`src/rtl/imem_loader_pkg.sv`:
```
// Shared types and helpers for the instruction-memory loader: FSM states,
// error codes and the byte-lane selector used by the serializer.
package imem_loader_pkg;

    typedef enum logic [2:0] {
        ST_IDLE   = 3'd0,
        ST_LOAD   = 3'd1,
        ST_SER    = 3'd2,
        ST_RUN    = 3'd3,
        ST_DELAY  = 3'd4,
        ST_HALTED = 3'd5,
        ST_ERR    = 3'd6
    } state_e;

    localparam logic [1:0] ERR_NONE = 2'b00;
    localparam logic [1:0] ERR_OVF  = 2'b01;
    localparam logic [1:0] ERR_TMO  = 2'b10;

    // Widest instruction word the lane selector can handle.
    localparam int LANE_MAX_W = 512;

    // Byte idx of an nb-byte word in write order: lane idx in little-endian
    // order, or counted from the most significant byte in big-endian order.
    function automatic logic [7:0] byte_lane(input logic [LANE_MAX_W-1:0] word,
                                             input int nb,
                                             input int idx,
                                             input logic big_endian);
        int sel;
        sel = big_endian ? (nb - 1 - idx) : idx;
        return 8'(word >> (8 * sel));
    endfunction

endpackage

```
`src/rtl/imem_loader_word_serializer.sv`:
```
// Takes one instruction word and emits it as consecutive byte writes,
// one per cycle, with registered write enable, address and data.
module word_serializer #(
    parameter int DATA_W     = 32,
    parameter int ADDR_W     = 32,
    parameter int BIG_ENDIAN = 0
) (
    input  logic              clk,
    input  logic              rst_n,
    input  logic              load,
    input  logic [DATA_W-1:0] word,
    input  logic [ADDR_W-1:0] base,
    output logic              we,
    output logic [ADDR_W-1:0] addr,
    output logic [7:0]        data,
    output logic              done
);
    import imem_loader_pkg::*;

    localparam int NB = DATA_W / 8;
    localparam int IDX_W = (NB > 1) ? $clog2(NB) : 1;
    localparam logic [IDX_W-1:0] LAST_IDX = IDX_W'(NB - 1);
    localparam logic BE = (BIG_ENDIAN != 0);

    logic [DATA_W-1:0] word_r;
    logic [IDX_W-1:0]  idx_r;
    logic              we_r;
    logic [ADDR_W-1:0] addr_r;
    logic [7:0]        data_r;
    logic              last_byte_s;

    assign last_byte_s = (idx_r == LAST_IDX);

    // Latch a word on load, then present one byte lane per cycle.
    always_ff @(posedge clk or negedge rst_n) begin
        if (!rst_n) begin
            word_r <= '0;
            idx_r  <= '0;
            we_r   <= 1'b0;
            addr_r <= '0;
            data_r <= 8'h00;
        end else if (load) begin
            word_r <= word;
            idx_r  <= '0;
            we_r   <= 1'b1;
            addr_r <= base;
            data_r <= byte_lane(LANE_MAX_W'(word), NB, 0, BE);
        end else if (we_r) begin
            if (last_byte_s) begin
                we_r <= 1'b0;
            end else begin
                idx_r  <= idx_r + IDX_W'(1);
                addr_r <= addr_r + ADDR_W'(1);
                data_r <= byte_lane(LANE_MAX_W'(word_r), NB, int'(idx_r) + 1, BE);
            end
        end else begin
            we_r <= 1'b0;
        end
    end

    assign we   = we_r;
    assign addr = addr_r;
    assign data = data_r;
    assign done = we_r & last_byte_s;

endmodule

```
`src/rtl/imem_loader.sv`:
```
// Program loader and run controller: writes a word stream into byte memory,
// then lets the core run until its PC reaches the last loaded word or times out.
module imem_loader #(
    parameter int DATA_W     = 32,
    parameter int DEPTH      = 256,
    parameter int ADDR_W     = 32,
    parameter int BIG_ENDIAN = 0,
    parameter int HALT_DELAY = 1,
    parameter int MAX_CYCLES = 65535
) (
    input  logic                       clk,
    input  logic                       rst_n,
    input  logic                       start,
    input  logic                       in_valid,
    output logic                       in_ready,
    input  logic [DATA_W-1:0]          in_data,
    input  logic                       in_last,
    output logic                       mem_we,
    output logic [ADDR_W-1:0]          mem_addr,
    output logic [7:0]                 mem_wdata,
    input  logic [ADDR_W-1:0]          pc,
    output logic                       cpu_run,
    output logic                       halted,
    output logic                       error,
    output logic [1:0]                 err_code,
    output logic [$clog2(DEPTH+1)-1:0] word_count
);
    import imem_loader_pkg::*;

    localparam int NB    = DATA_W / 8;
    localparam int WC_W  = $clog2(DEPTH + 1);
    localparam int CNT_W = 32;

    state_e            state_r, state_d;
    logic [ADDR_W-1:0] base_r, base_d;
    logic [ADDR_W-1:0] halt_pc_r, halt_pc_d;
    logic [WC_W-1:0]   wc_r, wc_d;
    logic [CNT_W-1:0]  cnt_r, cnt_d;
    logic              last_r, last_d;
    logic [1:0]        err_code_r, err_code_d;
    logic              error_r, error_d;
    logic              halted_r, halted_d;
    logic              in_ready_r;
    logic              cpu_run_r;
    logic              ser_load_s;
    logic              ser_done_s;

    word_serializer #(
        .DATA_W     (DATA_W),
        .ADDR_W     (ADDR_W),
        .BIG_ENDIAN (BIG_ENDIAN)
    ) u_ser (
        .clk   (clk),
        .rst_n (rst_n),
        .load  (ser_load_s),
        .word  (in_data),
        .base  (base_r),
        .we    (mem_we),
        .addr  (mem_addr),
        .data  (mem_wdata),
        .done  (ser_done_s)
    );

    // Next-state and bookkeeping for load, run and halt sequencing.
    always_comb begin
        state_d    = state_r;
        base_d     = base_r;
        halt_pc_d  = halt_pc_r;
        wc_d       = wc_r;
        cnt_d      = cnt_r;
        last_d     = last_r;
        err_code_d = err_code_r;
        error_d    = error_r;
        halted_d   = halted_r;
        ser_load_s = 1'b0;
        case (state_r)
            ST_IDLE, ST_HALTED, ST_ERR: begin
                if (start) begin
                    state_d    = ST_LOAD;
                    base_d     = '0;
                    wc_d       = '0;
                    err_code_d = ERR_NONE;
                    error_d    = 1'b0;
                    halted_d   = 1'b0;
                end else begin
                    state_d = state_r;
                end
            end
            ST_LOAD: begin
                if (in_valid && in_ready_r) begin
                    ser_load_s = 1'b1;
                    last_d     = in_last;
                    state_d    = ST_SER;
                end else begin
                    state_d = ST_LOAD;
                end
            end
            ST_SER: begin
                if (ser_done_s) begin
                    wc_d   = wc_r + WC_W'(1);
                    base_d = base_r + ADDR_W'(NB);
                    if (last_r) begin
                        halt_pc_d = base_r;
                        cnt_d     = '0;
                        state_d   = ST_RUN;
                    end else if (wc_r + WC_W'(1) == WC_W'(DEPTH)) begin
                        // Stop before a word beyond DEPTH can be accepted.
                        state_d    = ST_ERR;
                        error_d    = 1'b1;
                        err_code_d = ERR_OVF;
                    end else begin
                        state_d = ST_LOAD;
                    end
                end else begin
                    state_d = ST_SER;
                end
            end
            ST_RUN: begin
                cnt_d = cnt_r + CNT_W'(1);
                if (pc == halt_pc_r) begin
                    if (HALT_DELAY == 0) begin
                        state_d  = ST_HALTED;
                        halted_d = 1'b1;
                    end else begin
                        state_d = ST_DELAY;
                        cnt_d   = CNT_W'(HALT_DELAY);
                    end
                end else if ((MAX_CYCLES != 0) && (cnt_r + CNT_W'(1) == CNT_W'(MAX_CYCLES))) begin
                    state_d    = ST_ERR;
                    error_d    = 1'b1;
                    err_code_d = ERR_TMO;
                end else begin
                    state_d = ST_RUN;
                end
            end
            ST_DELAY: begin
                if (cnt_r <= CNT_W'(1)) begin
                    state_d  = ST_HALTED;
                    halted_d = 1'b1;
                end else begin
                    cnt_d = cnt_r - CNT_W'(1);
                end
            end
            default: begin
                state_d = ST_IDLE;
            end
        endcase
    end

    // State, counters and output registers; handshake and run flags follow the next state.
    always_ff @(posedge clk or negedge rst_n) begin
        if (!rst_n) begin
            state_r    <= ST_IDLE;
            base_r     <= '0;
            halt_pc_r  <= '0;
            wc_r       <= '0;
            cnt_r      <= '0;
            last_r     <= 1'b0;
            err_code_r <= ERR_NONE;
            error_r    <= 1'b0;
            halted_r   <= 1'b0;
            in_ready_r <= 1'b0;
            cpu_run_r  <= 1'b0;
        end else begin
            state_r    <= state_d;
            base_r     <= base_d;
            halt_pc_r  <= halt_pc_d;
            wc_r       <= wc_d;
            cnt_r      <= cnt_d;
            last_r     <= last_d;
            err_code_r <= err_code_d;
            error_r    <= error_d;
            halted_r   <= halted_d;
            in_ready_r <= (state_d == ST_LOAD);
            cpu_run_r  <= (state_d == ST_RUN) || (state_d == ST_DELAY);
        end
    end

    assign in_ready   = in_ready_r;
    assign cpu_run    = cpu_run_r;
    assign halted     = halted_r;
    assign error      = error_r;
    assign err_code   = err_code_r;
    assign word_count = wc_r;

endmodule

```
`config.mk`:
```
export PLATFORM = sky130hd
export DESIGN_NAME = imem_loader
export DESIGN_NICKNAME = d
export VERILOG_FILES = /design/src/rtl/imem_loader_pkg.sv /design/src/rtl/imem_loader_word_serializer.sv /design/src/rtl/imem_loader.sv
export SDC_FILE = /design/constraint.sdc
export NUM_CORES = 1
export LEC_CHECK = 0
export ABC_AREA = 1
export CORE_MARGIN = 5
export CORE_UTILIZATION = 57
export DETAILED_ROUTE_END_ITERATION = 10
export PLACE_DENSITY_LB_ADDON = 0.12
export SYNTH_ARGS = -nofsm -noshare
export SYNTH_HDL_FRONTEND = slang
export SYNTH_SLANG_ARGS = --single-unit
export TNS_END_PERCENT = 1
```
`constraint.sdc`:
```
create_clock -name clk -period 2.6 [get_ports clk]
set_input_delay 0.65 -clock clk [delete_from_list [all_inputs] [get_ports clk]]
set_output_delay 0.65 -clock clk [all_outputs]
set_load 0.01 [all_outputs]
```
# --- After elaboration in Yosys (flattened, before gate mapping) ---
# Cells that the tools add are included.
op_classes:
  order_cmp: 1
  addsub: 7
  n_eq_ne: 23
  n_shift: 1
  mux: 50
  reduce_logical: 16
  bitwise_logic: 1
ops:
  columns: ["cell", "count"]
  rows:
  - ["2-to-1 mux 32 bit", 9]
  - ["case mux 32 bit (3 select lines)", 1]
  - ["adder 32 x 1 -> 32 bit (second input constant)", 2]
  - ["case mux 32 bit (2 select lines)", 1]
  - ["adder 32 x 3 -> 32 bit (second input constant)", 1]
  - ["== test 32 x 16 -> 1 bit (second input constant)", 1]
  - ["== test 32 bit", 1]
  - ["less-or-equal comparator 32 x 1 -> 1 bit (second input constant)", 1]
  - [">> shifter 32 x 32 -> 8 bit", 1]
  - ["subtractor 32 x 1 -> 32 bit (second input constant)", 1]
  - ["2-to-1 mux 8 bit", 3]
  - ["2-to-1 mux 3 bit", 7]
  - ["2-to-1 mux 2 bit", 10]
  - ["!= test 2 bit (second input constant)", 10]
  - ["2-to-1 mux 9 bit", 2]
  - ["case mux 9 bit (2 select lines)", 1]
  - ["case mux 3 bit (5 select lines)", 1]
  - ["== test 3 bit (second input constant)", 4]
  - ["2-to-1 mux 1 bit", 12]
  - ["adder 9 x 1 -> 9 bit (second input constant)", 1]
  - ["== test 3 x 2 -> 1 bit (second input constant)", 3]
  - ["== test 9 bit (second input constant)", 1]
  - ["AND reduction 3 bit", 3]
  - ["AND reduction 7 bit", 1]
  - ["16 further kinds", 21]
totals:
  register_bits: 190
  out_inout_bits: 56

# --- Depth between registers and ports, before layout ---
depth:
  ltp_word: 8
  depth_mapped: 17
  depth_no_buf: 17

# --- Hierarchy ---
# From an unflattened synthesis, not the netlist that was laid out.
hier_totals:
  cells_unflattened: 1708
  hier_area_um2: 11557.3
by_module_without_submodules:
  columns: ["mod", "area_each_um2", "n_inst", "cells_each", "seq_area_each_um2"]
  rows:
  - ["imem_loader", 7669.9, 1, 1165, 2777.7]
  - ["word_serializer", 3887.5, 1, 543, 1676.6]

# --- Least setup slack after synthesis ---
# OpenSTA, ideal clock, no wires.
synth_path:
  path_kind: "input-to-reg"
  startpoint: "input pc[0]"
  endpoint: "register cnt_r[26]"
  path_buffers: 1
  cell_stages: 14
  arrival_ns: 2.021
  slack_ns: 0.449
  path_cell_list: "nor2_1 > o21a_1 > nand2_1 > nor3_1 > nand4_1 > nor2_1 > nand2_1 > nand2_1 > inv_1 > clkbuf_1 > nand2_1 > o31ai_1 > nand2_1 > o21ai_0"
synth_via:
  elab_chain_len: 3
synth_rtl:
  columns: ["element", "line_no", "text"]
  rows:
  - ["from (decl)", "imem_loader.sv:21", "input logic [ADDR_W-1:0] pc,"]
  - ["== test 32 bit", "imem_loader.sv:120", "if (pc == halt_pc_r) begin"]
  - ["2-to-1 mux 32 bit", "imem_loader.sv:120", null]
  - ["case mux 32 bit (3 select lines)", "imem_loader.sv:76", "case (state_r)"]
  - ["to (signal assigned)", "imem_loader.sv:169", "cnt_r <= cnt_d;"]
  - ["to (decl)", "imem_loader.sv:38", "logic [CNT_W-1:0] cnt_r, cnt_d;"]
# Every way passes these cells.
# A chain may end at the register's enable or synchronous reset.

# --- Final worst setup path ---
layout_path:
  startpoint: "register u_ser.addr_r[0] (netlist: u_ser.addr[0])"
  endpoint: "register u_ser.addr_r[30] (netlist: u_ser.addr[30])"
layout_via:
  elab_chain_len: 4
layout_rtl:
  columns: ["element", "line_no", "text"]
  rows:
  - ["from (decl)", "imem_loader_word_serializer.sv:28", "logic [ADDR_W-1:0] addr_r;"]
  - ["from (signal assigned)", "imem_loader_word_serializer.sv:46", "addr_r <= base;"]
  - ["from (signal assigned)", "imem_loader_word_serializer.sv:53", "addr_r <= addr_r + ADDR_W'(1);"]
  - ["adder 32 x 1 -> 32 bit", "imem_loader_word_serializer.sv:53", null]
  - ["2-to-1 mux 32 bit", "imem_loader_word_serializer.sv:49", "if (last_byte_s) begin"]
  - ["2-to-1 mux 32 bit", "imem_loader_word_serializer.sv:48", "end else if (we_r) begin"]
  - ["2-to-1 mux 32 bit", "imem_loader_word_serializer.sv:42", "end else if (load) begin"]
# Every way passes these cells. The select of a mux whose other input is x is not followed.

==> results by group <==
Logic synthesis
  • Post-Syn Area per Cell: 6.958 µm²
  • Synth Instances: 1589
  • Largest area contributor in the netlist: dfrtp_1
  • Synth Register Bits: 178
  • Post-synth cell types: 45
  • Post-Syn Nets: 1667
  • Area contributors post-synth: dfrtp_1 (40%), nand2_1 (16%), nor2_1 (6.4%)
  • Post-Syn Area: 11060 µm²
  • Primary FF master, synth: dfrtp_1
  • Synth warn: 0
  • FFs w/ async S/R, synth: 100.0%
  • EDFF count, synth: 0
  • Post-synth top area share: 40.29%
  • Seq/Total Area, Yosys: 40.29%

Setup path
  • Worst path slowest cell: dfrtp_1
  • Worst Setup SP: u_ser.addr[0]$_DFFE_PN0P_
  • Largest stage delay on the critical path: 0.41 ns
  • Crit path launch type: register
  • Reg2Reg Capture Point: u_ser.addr[30]$_DFFE_PN0P_
  • Worst Reg2Reg Path Length in Cells: 12
  • CP endpoint kind: register
  • FF-to-FF setup slack: 0.16 ns
  • Critical Path RT: 2.95 ns
  • Crit path arrival time: 2.79 ns
  • Max FO, Critical Path: 5
  • Setup Crit Path Kind: reg2reg
  • CP Cell Sequence: ha_1 -> nand3_1 -> nor2_1 -> nand3_1 -> nor2_2 -> nand2_1 -> nor3_2 -> nand2_1 -> nor3_1 -> xor2_1 -> nand2_1 -> o211ai_1
  • RR Startpoint: u_ser.addr[0]$_DFFE_PN0P_
  • Setup crit end: u_ser.addr[30]$_DFFE_PN0P_
  • CP most frequent cell: nand2_1

Timing
  • Peak Freq: 410.3 MHz
  • Max_slew headroom: 48.13%
  • Worst slew pin tran: 0.7772 ns
  • Final Cycle Share: 93.74%
  • Pins over their slew limit: 0
  • Final Hold Viols: 0
  • Unrepaired setup endpoints after global routing: yes
  • Setup_tns: 0 ns
  • Min Tclk post-route: 2.437 ns
  • Clock Skew: 0.01039 ns
  • Final setup fails: 0

CTS
  • Root Buffer: clkbuf_16
  • Clk_lat worst skew: 0.44 ns
  • Post-CTS Hold Fix Bufs: 0
  • TritonCTS buffer count: 17
  • CTS tree: done
  • CTS HTree Levels: 4
  • Deepest clock path buffer count: 2
  • # Post-CTS Setup Buffers: 0
  • Clock slew at reported path FFs: 0.07 ns
  • Clock Sinks: 178
  • Post-cts resize count: 0

Run
  • Max-Cap Viols: 0

Global routing
  • GR peak layer: met2
  • Initial antenna violation count: 0
  • Met2 Track Usage GR: 51.12%
  • Vias in the first global route: 10660
  • First-pass GRT wire length: 52300 µm
  • Grt met1 use: 36.71%
  • GRT Resource Usage Total: 29.14%
  • Grt ovf: 0
  • Pin count of the biggest net entering global routing: 62
  • GR Util met3: 3.707%

Cells and area
  • Area delta synth->final: 21.95%
  • Final core utilization: 69.97%
  • Ant diodes: 0
  • Most frequent cells in the layout: nand2_1 (483), nor2_1 (181), dfrtp_1 (177), inv_1 (174), o21ai_0 (134)
  • Layout cells sized above 1: 7.600%
  • Final net count: 1817
  • Commonest non-fill, non-tap cell in the layout: nand2_1
  • Post-Layout Inst Area: 13480 µm²

Routing
  • Iter 0 DRT Violations: 842
  • Wire per inst: 15.96 µm
  • Final WL: 32170 µm
  • Avg Vias per Cell: 5.501
  • Number of nets with antenna violations after routing: 0
  • DRC violations left: 0
  • DR vias: 11080
  • Pre-Repair DR Iteration Count: 5

Floorplan
  • # IOs: 125
  • Initial Utilization: 57.38%
  • Chip width: 149.3 µm
  • Core Area: 19270 µm²
  • Chip Height: 149.3 µm
  • Row cnt: 51
  • DIE AREA: 22280 µm²

Pwr
  • Leakage: 6.142 nW
  • Tot Pwr: 0.005678 W
  • Power Dens Cells: 421.1 nW/µm²
  • Peak supply drop: 0.4792 mV

Placed design
  • Placed cell area: 12900 µm²
  • HPWL Detailed: 24650 µm
  • PortBufs: 124
  • GPL Wtd Cong: 0.9479

Worst hold path
  • Worst hold path class: in2async

Run status
  • Status: complete, no violations
## metal layers
layer / wire [µm] / up-vias / part of all wire (%)
met3: 1614 / 88 / 5.0
li1: - / 5484 / -
met1: 13180 / 5146 / 41
met4: 1194 / 0 / 3.7
met5: 0 / - / 0
met2: 16180 / 366 / 50
## worst max-delay path: cells and delay by family, from the launching register on
| family | cells | cell delay, ns |
|---|---|---|
| AO/OA/AOI/OAI | 1 | 0.09 |
| adder cells (fa/ha/maj) | 1 | 0.19 |
| flip-flops | 1 | 0.41 |
| XOR/XNOR | 1 | 0.18 |
| AND/OR/NAND/NOR | 9 | 1.49 |
## state kept, by name, summed over array words and instances (netlist names)
name	cells
base_r	30
cnt_r	32
cpu_run	1
err_code	2
error	1
halt_pc_r	30
halted	1
in_ready	1
last_r	1
state_r	3
u_ser.addr	32
u_ser.data	8
u_ser.idx_r	2
u_ser.we	1
u_ser.word_r	24
word_count	9
## final cells by class
cell class / count / area [µm²]
clock buffer: 17 / 425.4
clock inverter: 13 / 126.4
fill: 1680 / 5787
inverter: 180 / 675.6
multi-input combinational: 1184 / 5759
sequential: 178 / 4456
tap: 265 / 331.6
timing repair buffer: 178 / 1710
## kinds of logic (layout without fill, tap and decap cells)
family                     after synthesis  count (layout)  synth area share [%]
and+or+nand+nor                        873             873                 33.52
AOI/OAI and AO/OA                      248             248                 12.98
buffers and inverters                  227             388                 7.921
DFF                                    178             178                 40.29
xor gates and xnor gates                54              54                 4.277
adders and majority gates                9               9                 1.018
## Yosys cell counts, types with 7 or more instances
cell	number
nand3_1	76
xor2_1	41
nand4_1	35
a21oi_1	37
o21ai_0	135
xnor2_1	13
clkbuf_1	37
o22ai_1	17
o211ai_1	14
nand2_1	484
nor2_2	9
nor4_1	13
o221ai_1	14
ha_1	9
buf_2	7
inv_1	175
dfrtp_1	178
nor3_1	42
nor2_1	189
## stage by stage
stage,hold WS (ns),instances,setup slack (ns)
final,0.1979,2015,0.1627
after global routing,0.2461,2015,-0.05294
after CTS,0.2220,2015,0.08652
after detailed placement,0.4558,1985,-0.02910
after global placement,0.4482,1985,-0.005239
after floorplan,0.3544,1589,0.4487
## power breakdown
part           switching [W]  internal (W)  leakage, nW
Sequential         0.0000295       0.00279         2.29
Combinational       0.000201      0.000169         3.58
Clock                0.00116       0.00133        0.271
## worst min path at each step
stage                                    to  slack, ns  cells past startpoint
2_1_floorplan        base_r[10]$_DFFE_PN0P_       0.35                      0
3_3_place_gp   u_ser.word_r[12]$_DFFE_PN0P_       0.45                      2
3_5_place_dp   u_ser.word_r[23]$_DFFE_PN0P_       0.46                      2
4_1_cts           halt_pc_r[25]$_DFFE_PN0P_       0.22                      1
5_1_grt           halt_pc_r[25]$_DFFE_PN0P_       0.25                      1
6_report          halt_pc_r[25]$_DFFE_PN0P_       0.20                      1
No activity file was read; power rests on OpenSTA's default activity.
==> RTL edit 1 (same flow settings) <==
`DATA_W` is set to 32 in 2 places; all go to 64.
--- a/src/rtl/imem_loader_word_serializer.sv
+++ b/src/rtl/imem_loader_word_serializer.sv
@@ -2,5 +2,5 @@
 // one per cycle, with registered write enable, address and data.
 module word_serializer #(
-    parameter int DATA_W     = 32,
+    parameter int DATA_W     = 64,
     parameter int ADDR_W     = 32,
     parameter int BIG_ENDIAN = 0
--- a/src/rtl/imem_loader.sv
+++ b/src/rtl/imem_loader.sv
@@ -2,5 +2,5 @@
 // then lets the core run until its PC reaches the last loaded word or times out.
 module imem_loader #(
-    parameter int DATA_W     = 32,
+    parameter int DATA_W     = 64,
     parameter int DEPTH      = 256,
     parameter int ADDR_W     = 32,
Ports: changed (resized in_data); port bits go from 125 to 157. The function was not compared with the original's and may differ.
==> RTL edit 1 against the unedited design <==
  * Synthesized area up 12%
  * Final area up 14%
  * Synthesized cell count up 9.4%
  * Clock skew up 8.2 ps
  * Sequential cell count up 31
  * Setup slack worse by 17 ps
  * Wire length up 13%
  * Critical path type unchanged
  * Critical endpoint is now err_code[0]$_DFFE_PN0P_
  * Largest cell class unchanged
Power is not compared: it rests on default switching activity, and its combinational part moved more than twofold at a synthesized area within 25%.
==> RTL edit 1: results (changes against the unedited design) <==
Slew HR=51.8% (+3.7 points); status=finished clean; mux cell area share after synthesis=0.0906% (+0.091 points); IO Port Bufs=156 (+26%); number of DRC markers in iteration 0=866 (+2.9%); Worst R2R Start=cnt_r[1]$_DFFE_PN0P_; total CTS buffers=25 (+8); drt wl/cell=16.4 um (+2.9%); syn_nets=1849 (+11%); Inst Count DP=2160 (+8.8%); via-per-instance ratio=5.56 (+1.2%); Synth cell types=48 (+6.7%); vias in the first global route=11.8k (+11%); antenna violations before repair=1 (+1); placed inst area=0.0145 mm^2 (+13%); largest net degree at the start of global routing=75 (+21%); clock latency on the worst-skew pair=520 ps (+80 ps); final hold slack=128 ps (-70.1 ps); most area-consuming cells after synthesis=dfrtp_1, nand2_1, o21ai_0; Reg2Reg Capture Point=err_code[0]$_DFFE_PN0P_; Crit Path Max Fanout=7 (+2); GP Congestion=0.943 (-0.57%); worst r2r path cells=16 (+4); register area share after synthesis=42.1% (+1.8 points); Post-DP HPWL=26600 um (+7.8%)
RTL edit 1: cell types whose count changed after synthesis, moves of 6 or more:
cell      delta
inv_1       -12
clkbuf_1     +7
nand3_1     +12
xor2_1      +11
o22ai_1     -10
buf_1        +6
o21ai_1     +10
o211ai_1    +18
nand2_1     +71
dfrtp_1     +31
RTL edit 1: final cells by class:
type,count,area [um^2]
tap,280,350
antenna,2,5.00
sequential,209,5240
fill,1803,6290
timing repair buffer,205,2000
clock buffer,35,683
multi-input combinational,1296,6360
inverter,171,644
clock inverter,6,57.6
RTL edit 1: kinds of logic after synthesis:
group | Yosys count
and+or+nand+nor | 958
AOI/OAI and AO/OA | 260
buffers and inverters | 233
DFF | 209
xor gates and xnor gates | 67
adders and majority gates | 10
muxes | 1
RTL edit 1: layer usage:
layer / vias up / routed length (um) / track usage (%)
li1: 5988 / - / -
met1: 5712 / 15100 / 37.2
met2: 443 / 17100 / 48.3
met3: 121 / 2240 / 4.16
met4: 0 / 1840 / 13.1
met5: - / 0 / 0
RTL edit 1: critical path: cells and delay by family (launching register included):
family | cells | cell delay (ps)
simple gates | 14 | 1640
fa+ha+maj | 1 | 210
compound gates | 1 | 60
flops | 1 | 400
RTL edit 1: worst max path at each step:
stage                               from                      end  slack [ps]  depth (start not counted)
floorplan                         pc[31]    cnt_r[15]$_DFFE_PN0P_         500                         10
global placement                  pc[31]    cnt_r[23]$_DFFE_PN0P_         -70                         13
detailed placement                pc[31]    cnt_r[25]$_DFFE_PN0P_        -100                         13
CTS                 cnt_r[9]$_DFFE_PN0P_        cpu_run$_DFF_PN0_          70                         15
global route        cnt_r[1]$_DFFE_PN0P_  err_code[0]$_DFFE_PN0P_         -30                         16
finish              cnt_r[1]$_DFFE_PN0P_  err_code[0]$_DFFE_PN0P_         150                         16
RTL edit 1: report_power, final:
| group | switching (mW) | internal, mW | total (mW) |
|---|---|---|---|
| registers | 0.610 | 4.03 | 4.64 |
| logic | 3.06 | 2.02 | 5.08 |
| clock network | 1.34 | 1.91 | 3.25 |
RTL edit 1: timing repair:
item                       CTS  global route
resized for setup            0            21
setup endpoints to repair    0            36
setup buffers                0             1
==> RTL edit 2 (same flow settings) <==
Made on the original files. Reset style: synchronous (`rst_n`), changed in 2 clocked blocks.
--- a/src/rtl/imem_loader_word_serializer.sv
+++ b/src/rtl/imem_loader_word_serializer.sv
@@ -33,5 +33,5 @@
 
     // Latch a word on load, then present one byte lane per cycle.
-    always_ff @(posedge clk or negedge rst_n) begin
+    always_ff @(posedge clk) begin
         if (!rst_n) begin
             word_r <= '0;
--- a/src/rtl/imem_loader.sv
+++ b/src/rtl/imem_loader.sv
@@ -149,5 +149,5 @@
 
     // State, counters and output registers; handshake and run flags follow the next state.
-    always_ff @(posedge clk or negedge rst_n) begin
+    always_ff @(posedge clk) begin
         if (!rst_n) begin
             state_r    <= ST_IDLE;
Check against the original RTL: differs if rst_n is asserted again (counterexample within 4 cycles, from zero or initial values and one cycle with rst_n low); with rst_n held inactive, the same outputs for 10 cycles.
==> RTL edit 2 against the unedited design <==
  * Setup slack worse by 24 ps
  * Synthesized area fell by 1.5%
  * Highest routed layer unchanged
  * Final area decreased by 1.0%
  * Wire length rose by 6.2%
  * Global-route usage rose by 1.7 points
  * Fmax shrank 0.98%
  * Via count up 6.2%
  * Sequential cell count unchanged
  * Non-clock buffer count is 31 higher
  * Worst hold slack gained 250 ps
Power is not compared: it rests on default switching activity, and its combinational part moved more than twofold at a synthesized area within 25%.
==> RTL edit 2: results (changes against the unedited design) <==
status=finished clean; HP Class=reg -> reg; number of DRC markers in iteration 0=892 (+5.9%); # fillers=1674 (-0.36%); worst r2r path cells=16 (+4); final net count=1951 (+7.4%); Post-Synth Adder-Cell Area=1.03% (+0.016 points); Worst EP arrival=2820 ps (+30 ps); Synth top cells by count=nand2_1, nor2_1, dfxtp_1, inv_1, a21oi_1; largest net degree at the start of global routing=67 (+8.1%); DRT Pass-1 Iters=6 (+1); WL final=34200 um (+6.2%); Layout Cells excl Fill=2119 (+5.2%); first-pass GRT wire length=55600 um (+6.3%); most area-consuming cells after synthesis=dfxtp_1, nand2_1, nor2_1; GP Congestion=1.01 (+6.1%); Setup crit end=err_code[1]$_SDFFE_PN0P_; syn_nets=1801 (+8.0%); Reg2Reg Setup Slack=140 ps (-20 ps); async set or reset register ratio after synthesis=0% (-100 points); CP peak stage delay=430 ps (+20 ps); register area share after synthesis=32.7% (-7.6 points); gr usage total=30.8% (+1.7 points); Clock Skew=13.6 ps (+3.22 ps); via-per-instance ratio=5.56 (+1.0%)
RTL edit 2: timing repair:
| action | 4_1_cts | 5_1_grt |
|---|---|---|
| endpoints found under the setup margin | 0 | 29 |
| gates resized for setup | 0 | 18 |
| buffers inserted | 0 | 3 |
RTL edit 2: kinds of logic after synthesis:
group | after synthesis
compound gates | 334
xor+xnor | 67
buf+inv | 267
simple gates | 868
flops | 178
fa+ha+maj | 9
RTL edit 2: area by class of cell:
| class | instances | area, um^2 | share of cell area, % |
|---|---|---|---|
| Clock buffer | 17 | 425 | 3.19 |
| Clock inverter | 14 | 139 | 1.04 |
| Inverter | 189 | 711 | 5.33 |
| Multi-Input combinational cell | 1278 | 6320 | 47.4 |
| Sequential cell | 178 | 3570 | 26.7 |
| Tap cell | 234 | 293 | 2.19 |
| Timing Repair Buffer | 209 | 1890 | 14.1 |
RTL edit 2: worst min path at each step:
stage | from | to | slack (ps) | cells after the start
final | u_ser.word_r[24]$_SDFFE_PN0P_ | u_ser.word_r[24]$_SDFFE_PN0P_ | 450 | 2
after global routing | u_ser.word_r[9]$_SDFFE_PN0P_ | u_ser.word_r[9]$_SDFFE_PN0P_ | 480 | 2
after CTS | u_ser.word_r[28]$_SDFFE_PN0P_ | u_ser.word_r[28]$_SDFFE_PN0P_ | 450 | 2
after detailed placement | u_ser.word_r[28]$_SDFFE_PN0P_ | u_ser.word_r[28]$_SDFFE_PN0P_ | 440 | 2
after global placement | u_ser.word_r[28]$_SDFFE_PN0P_ | u_ser.word_r[28]$_SDFFE_PN0P_ | 430 | 2
after floorplan | u_ser.word_r[24]$_SDFFE_PN0P_ | u_ser.word_r[24]$_SDFFE_PN0P_ | 420 | 2
RTL edit 2: tightest hold or removal path, delay by kind of cell, from the launching register on:
| kind | cells | cell delay, ps |
|---|---|---|
| flops | 1 | 300 |
| buf+inv | 1 | 60 |
| compound gates | 1 | 50 |
RTL edit 2: power by group through the flow:
stage               combinational (mW)  clock, mW  sequential [mW]
floorplan                        0.673          0             2.98
global placement                  1.17          0             2.97
detailed placement                1.19          0             2.97
CTS                               1.20       2.53             2.90
global route                      1.32       2.65             2.92
finish                            1.21       2.51             2.90
RTL edit 2: layer usage:
| layer | part of all wire (%) | GRT usage [%] | wire length, um |
|---|---|---|---|
| met5 | 0 | 0 | 0 |
| met4 | 4.3 | 15.2 | 1460 |
| met2 | 51 | 55.4 | 17300 |
| met3 | 4.4 | 3.53 | 1500 |
| met1 | 41 | 36.4 | 13900 |
RTL edit 2: stage by stage:
stage          util [%]  worst slack, ps
6_report           71.1              139
5_1_grt            71.1             8.10
4_1_cts            70.7             68.9
3_5_place_dp       67.7             -217
3_3_place_gp       67.7             -213
2_1_floorplan         -              525
